--- config.mk ---
export PLATFORM = sky130hd
export DESIGN_NAME = audio_sample_fifo_flat
export DESIGN_NICKNAME = d
export VERILOG_FILES = /design/src/rtl/audio_pkg.sv /design/src/rtl/audio_sample_fifo_if.sv /design/src/rtl/audio_fifo_mem.sv /design/src/rtl/audio_sample_fifo.sv /design/src/flat_wrapper.sv
export SDC_FILE = /design/constraint.sdc
export NUM_CORES = 1
export LEC_CHECK = 0
export ABC_CLOCK_PERIOD_IN_PS = 11600
export CORE_MARGIN = 2
export CORE_UTILIZATION = 31
export DETAILED_ROUTE_END_ITERATION = 10
export PLACE_DENSITY = 0.51
export SYNTH_ARGS = -nofsm -noshare
export SYNTH_HDL_FRONTEND = slang
export SYNTH_SLANG_ARGS = --single-unit
--- constraint.sdc ---
create_clock -name clk -period 11.6 [get_ports clk]
set_input_delay 2.32 -clock clk [delete_from_list [all_inputs] [get_ports clk]]
set_output_delay 2.32 -clock clk [all_outputs]
set_load 0.05 [all_outputs]
--- src/rtl/audio_pkg.sv ---
`default_nettype none
// ============================================================================
// Module      : audio_pkg
// Description : Shared constants and types for the audio sample FIFO slice.
//               AUDIO_SAMPLE_W      - default PCM sample width in bits
//               sample_t            - one PCM sample at the default width
//               AUDIO_FIFO_DEPTH_LOG2 - default log2 of FIFO depth
// Revision    : 1.0 - initial release
// ============================================================================
package audio_pkg;

  localparam int AUDIO_SAMPLE_W        = 16;
  localparam int AUDIO_FIFO_DEPTH_LOG2 = 4;

  typedef logic [AUDIO_SAMPLE_W-1:0] sample_t;

endpackage : audio_pkg
`default_nettype wire

--- src/rtl/audio_sample_fifo_if.sv ---
`default_nettype none
// ============================================================================
// Module      : audio_sample_fifo_if
// Description : Valid/ready push channel from the bus/CPU side into the
//               audio sample FIFO.
//               wr_data  - sample to push (producer -> FIFO)
//               wr_valid - push request  (producer -> FIFO)
//               wr_ready - FIFO can accept (FIFO -> producer)
//               master   - producer view; slave - FIFO view
// Revision    : 1.0 - initial release
// ============================================================================
interface audio_sample_fifo_if
  import audio_pkg::*;
#(
  parameter int WIDTH = AUDIO_SAMPLE_W
) ();

  logic [WIDTH-1:0] wr_data;
  logic             wr_valid;
  logic             wr_ready;

  modport master (
    output wr_data,
    output wr_valid,
    input  wr_ready
  );

  modport slave (
    input  wr_data,
    input  wr_valid,
    output wr_ready
  );

endinterface : audio_sample_fifo_if
`default_nettype wire

--- src/rtl/audio_fifo_mem.sv ---
`default_nettype none
// ============================================================================
// Module      : audio_fifo_mem
// Description : Simple dual-port sample store, 2^DEPTH_LOG2 x WIDTH, with a
//               registered read port. The read register only loads on
//               rd_en, so rd_data holds the last read word between reads.
//   clk, rst_n       - clock, async active-low reset (read register only)
//   wr_en/addr/data  - write port
//   rd_en/addr       - read request
//   rd_data          - registered read data, 0 after reset
// Revision    : 1.0 - initial release
// ============================================================================
module audio_fifo_mem
  import audio_pkg::*;
#(
  parameter int WIDTH      = AUDIO_SAMPLE_W,
  parameter int DEPTH_LOG2 = AUDIO_FIFO_DEPTH_LOG2
) (
  input  wire logic                  clk,
  input  wire logic                  rst_n,
  input  wire logic                  wr_en,
  input  wire logic [DEPTH_LOG2-1:0] wr_addr,
  input  wire logic [WIDTH-1:0]      wr_data,
  input  wire logic                  rd_en,
  input  wire logic [DEPTH_LOG2-1:0] rd_addr,
  output logic      [WIDTH-1:0]      rd_data
);

  localparam int DEPTH = 1 << DEPTH_LOG2;

  logic [WIDTH-1:0] mem [DEPTH];

  // Storage array carries no reset so it can map onto RAM primitives.
  always_ff @(posedge clk) begin
    if (wr_en) begin
      mem[wr_addr] <= wr_data;
    end
  end

  always_ff @(posedge clk or negedge rst_n) begin
    if (!rst_n) begin
      rd_data <= '0;
    end else if (rd_en) begin
      rd_data <= mem[rd_addr];
    end
  end

endmodule : audio_fifo_mem
`default_nettype wire

--- src/rtl/audio_sample_fifo.sv ---
`default_nettype none
// ============================================================================
// Module      : audio_sample_fifo
// Description : Sample buffer between the bus/CPU and the DAC/PDM stage.
//               Words are pushed over a valid/ready channel and one word is
//               popped per rising edge of sample_clock, appearing on
//               sample_out one clk later together with sample_strobe.
//               A pop from an empty FIFO sets the sticky underrun flag.
//   clk, rst_n     - clock, async active-low reset
//   sample_clock   - divider output (synchronous to clk)
//   wr_bus         - push channel (slave modport)
//   flush          - synchronous clear of contents (beats push/pop)
//   underrun_clr   - clears underrun (a coincident new underrun wins)
//   sample_out     - held sample; sample_strobe - one-cycle period pulse
//   level          - stored word count; underrun - sticky starvation flag
//   irq_low        - low-watermark interrupt
// Optional    : define AUDIO_FIFO_LOW_IRQ_EN to enable irq_low
//               (registered level < LOW_WATER); otherwise irq_low is 0.
// Revision    : 1.0 - initial release
// ============================================================================
module audio_sample_fifo
  import audio_pkg::*;
#(
  parameter int WIDTH      = AUDIO_SAMPLE_W,
  parameter int DEPTH_LOG2 = AUDIO_FIFO_DEPTH_LOG2,
  parameter int LOW_WATER  = 4
) (
  input  wire logic                  clk,
  input  wire logic                  rst_n,
  input  wire logic                  sample_clock,
  audio_sample_fifo_if.slave         wr_bus,
  input  wire logic                  flush,
  input  wire logic                  underrun_clr,
  output logic      [WIDTH-1:0]      sample_out,
  output logic                       sample_strobe,
  output logic      [DEPTH_LOG2:0]   level,
  output logic                       underrun,
  output logic                       irq_low
);

  localparam logic [DEPTH_LOG2:0] PTR_ONE = {{DEPTH_LOG2{1'b0}}, 1'b1};

  logic [DEPTH_LOG2:0] wr_ptr;
  logic [DEPTH_LOG2:0] rd_ptr;
  logic                sc_q;
  logic                rise;
  logic                empty;
  logic                full;
  logic                do_push;
  logic                do_pop;

  assign rise  = sample_clock & ~sc_q;
  assign empty = (wr_ptr == rd_ptr);
  assign full  = (wr_ptr[DEPTH_LOG2] != rd_ptr[DEPTH_LOG2]) &&
                 (wr_ptr[DEPTH_LOG2-1:0] == rd_ptr[DEPTH_LOG2-1:0]);
  assign level = wr_ptr - rd_ptr;

  // wr_ready is based on current occupancy only; a pop in the same cycle
  // does not free a slot for a push while full.
  assign wr_bus.wr_ready = ~full;
  assign do_push         = wr_bus.wr_valid & ~full & ~flush;
  assign do_pop          = rise & ~empty & ~flush;

  // sc_q resets high so a sample_clock already high at reset release is not
  // mistaken for a rising edge.
  always_ff @(posedge clk or negedge rst_n) begin
    if (!rst_n) begin
      sc_q          <= 1'b1;
      wr_ptr        <= '0;
      rd_ptr        <= '0;
      sample_strobe <= 1'b0;
      underrun      <= 1'b0;
    end else begin
      sc_q          <= sample_clock;
      sample_strobe <= rise;
      if (flush) begin
        wr_ptr <= '0;
        rd_ptr <= '0;
      end else begin
        if (do_push) wr_ptr <= wr_ptr + PTR_ONE;
        if (do_pop)  rd_ptr <= rd_ptr + PTR_ONE;
      end
      // A flush-coincident rise counts as an empty pop.
      if (rise && (empty || flush)) begin
        underrun <= 1'b1;
      end else if (underrun_clr) begin
        underrun <= 1'b0;
      end
    end
  end

  // The memory's read register is the held output sample.
  audio_fifo_mem #(
    .WIDTH      (WIDTH),
    .DEPTH_LOG2 (DEPTH_LOG2)
  ) u_mem (
    .clk     (clk),
    .rst_n   (rst_n),
    .wr_en   (do_push),
    .wr_addr (wr_ptr[DEPTH_LOG2-1:0]),
    .wr_data (wr_bus.wr_data),
    .rd_en   (do_pop),
    .rd_addr (rd_ptr[DEPTH_LOG2-1:0]),
    .rd_data (sample_out)
  );

`ifdef AUDIO_FIFO_LOW_IRQ_EN
  localparam logic [DEPTH_LOG2:0] LOW_WATER_L = LOW_WATER[DEPTH_LOG2:0];

  always_ff @(posedge clk or negedge rst_n) begin
    if (!rst_n) begin
      irq_low <= 1'b0;
    end else begin
      irq_low <= (level < LOW_WATER_L);
    end
  end
`else
  assign irq_low = 1'b0;
`endif

endmodule : audio_sample_fifo
`default_nettype wire

--- src/flat_wrapper.sv ---
// flat-port wrapper written by rule: the top's interface ports become plain ports
module audio_sample_fifo_flat import audio_pkg::*;
#(
  parameter int WIDTH      = AUDIO_SAMPLE_W,
  parameter int DEPTH_LOG2 = AUDIO_FIFO_DEPTH_LOG2,
  parameter int LOW_WATER  = 4
)
  (clk, rst_n, sample_clock, flush, underrun_clr, sample_out, sample_strobe, level, underrun, irq_low, wr_bus_wr_data, wr_bus_wr_valid, wr_bus_wr_ready);
  audio_sample_fifo_if #(.WIDTH(WIDTH)) wr_bus_i ();
  input  wire logic clk;
  input  wire logic rst_n;
  input  wire logic sample_clock;
  input  wire logic flush;
  input  wire logic underrun_clr;
  output logic      [WIDTH-1:0] sample_out;
  output logic sample_strobe;
  output logic      [DEPTH_LOG2:0] level;
  output logic underrun;
  output logic irq_low;
  input wire logic [$bits(wr_bus_i.wr_data)-1:0] wr_bus_wr_data;
  input wire logic [$bits(wr_bus_i.wr_valid)-1:0] wr_bus_wr_valid;
  output wire logic [$bits(wr_bus_i.wr_ready)-1:0] wr_bus_wr_ready;
  assign wr_bus_i.wr_data = wr_bus_wr_data;
  assign wr_bus_i.wr_valid = wr_bus_wr_valid;
  assign wr_bus_wr_ready = wr_bus_i.wr_ready;
  audio_sample_fifo #(.WIDTH(WIDTH), .DEPTH_LOG2(DEPTH_LOG2), .LOW_WATER(LOW_WATER)) u_core (.clk(clk), .rst_n(rst_n), .sample_clock(sample_clock), .wr_bus(wr_bus_i), .flush(flush), .underrun_clr(underrun_clr), .sample_out(sample_out), .sample_strobe(sample_strobe), .level(level), .underrun(underrun), .irq_low(irq_low));
endmodule
==> impl_metrics.py <==
metrics = {
    "synthesis": {
        "synth_edf_count": 256,
        "synthCells": 643,
        "synth.cell_area_um2": 11200,
        "synth_area_leaders": "edfxtp_1, mux2i_1, dfrtp_1",
        "netlist.area_leader.share_pct": 68.6,
        "synth.avg_cell_area_um2": 17.4,
        "syn-num-nets": 675,
        "synth_common_cells": "edfxtp_1, mux2i_1, nor2_1",
        "netlist-cell-type-count": 38,
        "synth.most_common_cell": "edfxtp_1",
        "ys_seq_area_share_pct": 75.1,
        "synth_largest_area_cell": "edfxtp_1",
        "dominantRegCellSynth": "edfxtp_1",
        "synth-seq-cells": 285,
        "synth-async-reset-ratio_pct": 10.2,
        "ys.warnings.count": 0,
    },
    "timing": {
        "period_share_pct": 48.4,
        "fin_ws_ns": 5.98,
        "fin_crit_ns": 5.62,
        "clock.fmax_mhz": 178,
        "hold_viol_final": 0,
        "slew_headroom_pct": 18.0,
        "worstMarginPinSlew_ns": 1.23,
        "clock_skew_ns": 0.0110,
        "drv_slew": 0,
        "setup_violations": 0,
        "rsz0062_at_grt": "false",
        "setup_tns_ns": 0,
    },
    "detailed_routing": {
        "vias": 5778,
        "wire_per_inst_um": 23.0,
        "dr.first_iter.drc_count": 445,
        "drt_wl_total_um": 27100,
        "ant_nets": 0,
        "drc": 0,
        "first_pass_iters": 5,
        "vias_per_cell": 4.90,
    },
    "clock_tree": {
        "cts_hold_buf": 0,
        "cts_root_buf": "clkbuf_16",
        "clk_path_buf_depth": 3,
        "path_clk_slew_ns": 0.06,
        "cts_made_buffers": 30,
        "clock_latency_ns": 0.55,
        "htreeDepth": 1,
        "cts_setup_buffers": 0,
        "cts.sinks": 285,
        "post_cts_resized": 0,
        "cts_tree": "done",
    },
    "job": {
        "drv.max_cap_violation_count": 0,
    },
    "power": {
        "power.density_nw_per_um2": 190,
        "switchingPower_mw": 0.636,
        "vdd_ir_drop_max_mv": 0.191,
        "leakagePower_nw": 4.14,
        "p_int_mw": 1.87,
        "p_clk_share_pct": 39.5,
        "comb_power_share_pct": 13.4,
        "switching_share_pct": 25.3,
        "pwr-share-seq_pct": 47.1,
    },
    "global_route": {
        "grt_pass1_vias": 6013,
        "busiest_layer": "met2",
        "antenna_found_initial": 0,
        "overflow": 0,
        "grt_pass1_wl_um": 39400,
        "groute.layer.met2.usage_pct": 24.4,
        "track_usage_pct": 14.2,
        "grtUsageMet1_pct": 18.2,
        "use_met3_pct": 3.04,
        "grt_max_degree": 58,
    },
    "setup_path": {
        "cp.arrival_ns": 3.30,
        "end_kind": "output port",
        "r2r_slack_ns": 7.59,
        "crit_type": "reg -> out",
        "cp.required_ns": 9.28,
        "critPathMaxFanout": 17,
        "critPathLaunchType": "flop",
    },
    "placement": {
        "dp_slack_ns": 6.33,
        "portBuffers": 45,
        "gp_congestion": 0.872,
        "hpwl_um": 17500,
    },
    "die": {
        "die_h_um": 194,
        "io-pin-count": 47,
        "die-area_um2": 37700,
        "die_w_um": 194,
        "initial_core_util_pct": 31.5,
        "row_count": 69,
        "coreArea_um2": 35600,
    },
    "layout": {
        "num_antenna_cells": 0,
        "final_net_count": 725,
        "multi_input_area_um2": 2610,
        "ff_latch_area_um2": 8420,
        "area_growth_syn_to_layout_pct": 18.0,
        "layout-drive-gt1-share_pct": 13.1,
        "nFillCells": 3295,
    },
    "hold_path": {
        "worstHoldPathType": "reg -> reg",
    },
    "run_status": {
        "status": "finished, final reports clean",
    },
}
## cell type report
type                    instances  share of cell area, %
well taps                     461                   4.37
inverters                      11                  0.313
clock buffers                  45                   6.80
multi-input cells             311                   19.7
clock inverters                11                   1.16
flip-flops and latches        285                   63.7
repair buffers                 54                   3.92
## worst max-delay path, cell delays in order (launching register included)
cell             delay [ns]
dfrtp_1                0.53
inv_1                  0.33
fa_1                   0.53
a21o_1                 0.17
a21oi_1                0.18
xor2_1                 0.17
clkdlybuf4s50_1        0.83
## final timing paths
kind / startpoint / to / cells after the start
worst max-delay path: u_core.rd_ptr[1] / level[4] / 6
worst min-delay path: u_core.underrun / u_core.underrun / 2
worst max register to register: u_core.rd_ptr[3] / u_core.u_mem.mem[4][2] / 6
worst min register to register: u_core.underrun / u_core.underrun / 2
max in group asynchronous: rst_n / u_core.rd_ptr[0] / 2
min in group asynchronous: rst_n / u_core.rd_ptr[4] / 2
## cell usage in the layout (no fill, tap or decap), types with 2 or more instances in the layout
master           count
a211oi_1             4
a21o_1               3
a21oi_1              4
a221oi_1            15
a31oi_1             15
buf_4                9
bufinv_16            3
clkbuf_1             7
clkbuf_16           31
clkbuf_8             7
clkdlybuf4s50_1     45
clkinv_2             4
clkinv_8             2
dfrtp_1             27
edfxtp_1           256
ha_1                 9
inv_1               11
mux2i_1             96
mux4_2              17
nand2_1              9
nand2b_1             2
nand3_1              3
nand3b_1             2
nor2_1              41
nor2_2              12
nor2b_1              2
nor3_2               4
o21ai_0             20
o22ai_1             32
xnor2_1              6
xor2_1               4
## through the flow
stage	hold slack (ns)	area, µm²	utilization [%]	total power [mW]	std cells
after detailed placement	0.517	12200	34.2	1.54	1122
after global placement	0.529	12200	34.2	1.54	1122
after floorplan	0.529	11200	-	1.41	643
final	0.517	13200	37.1	2.51	1178
after CTS	0.526	13200	37.1	2.53	1178
after global routing	0.539	13200	37.1	2.59	1178
## registers in the layout, indices dropped and copies added, names as in the netlist
name                  count
u_core.u_mem.mem        256
u_core.u_mem.rd_data     16
u_core.rd_ptr             5
u_core.wr_ptr             5
u_core.sample_strobe      1
u_core.sc_q               1
u_core.underrun           1
## power by group through the flow
stage	Clock, mW	Combinational [mW]	Sequential, mW
2_1_floorplan	0	0.117	1.29
3_3_place_gp	0	0.336	1.20
3_5_place_dp	0	0.338	1.20
4_1_cts	1.01	0.340	1.18
5_1_grt	1.05	0.354	1.19
6_report	0.990	0.335	1.18
## layer usage
metal,wire (µm),share of wire [%]
met5,99,0.37
met4,578,2.1
met3,1620,6.0
met2,13500,50
met1,11300,42
## cell families (layout without fill, tap and decap cells)
group	count (synthesis)	after routing	share of synthesized area [%]
muxes	114	114	12.1
other	1	1	0.0335
and+or+nand+nor	80	80	3.08
adders and majority gates	10	10	1.18
xor gates and xnor gates	10	10	0.782
AOI/OAI and AO/OA	96	96	5.63
buffers and inverters	47	121	2.04
DFF	285	285	75.1
Note: power is estimated with default switching activity, not from simulation.
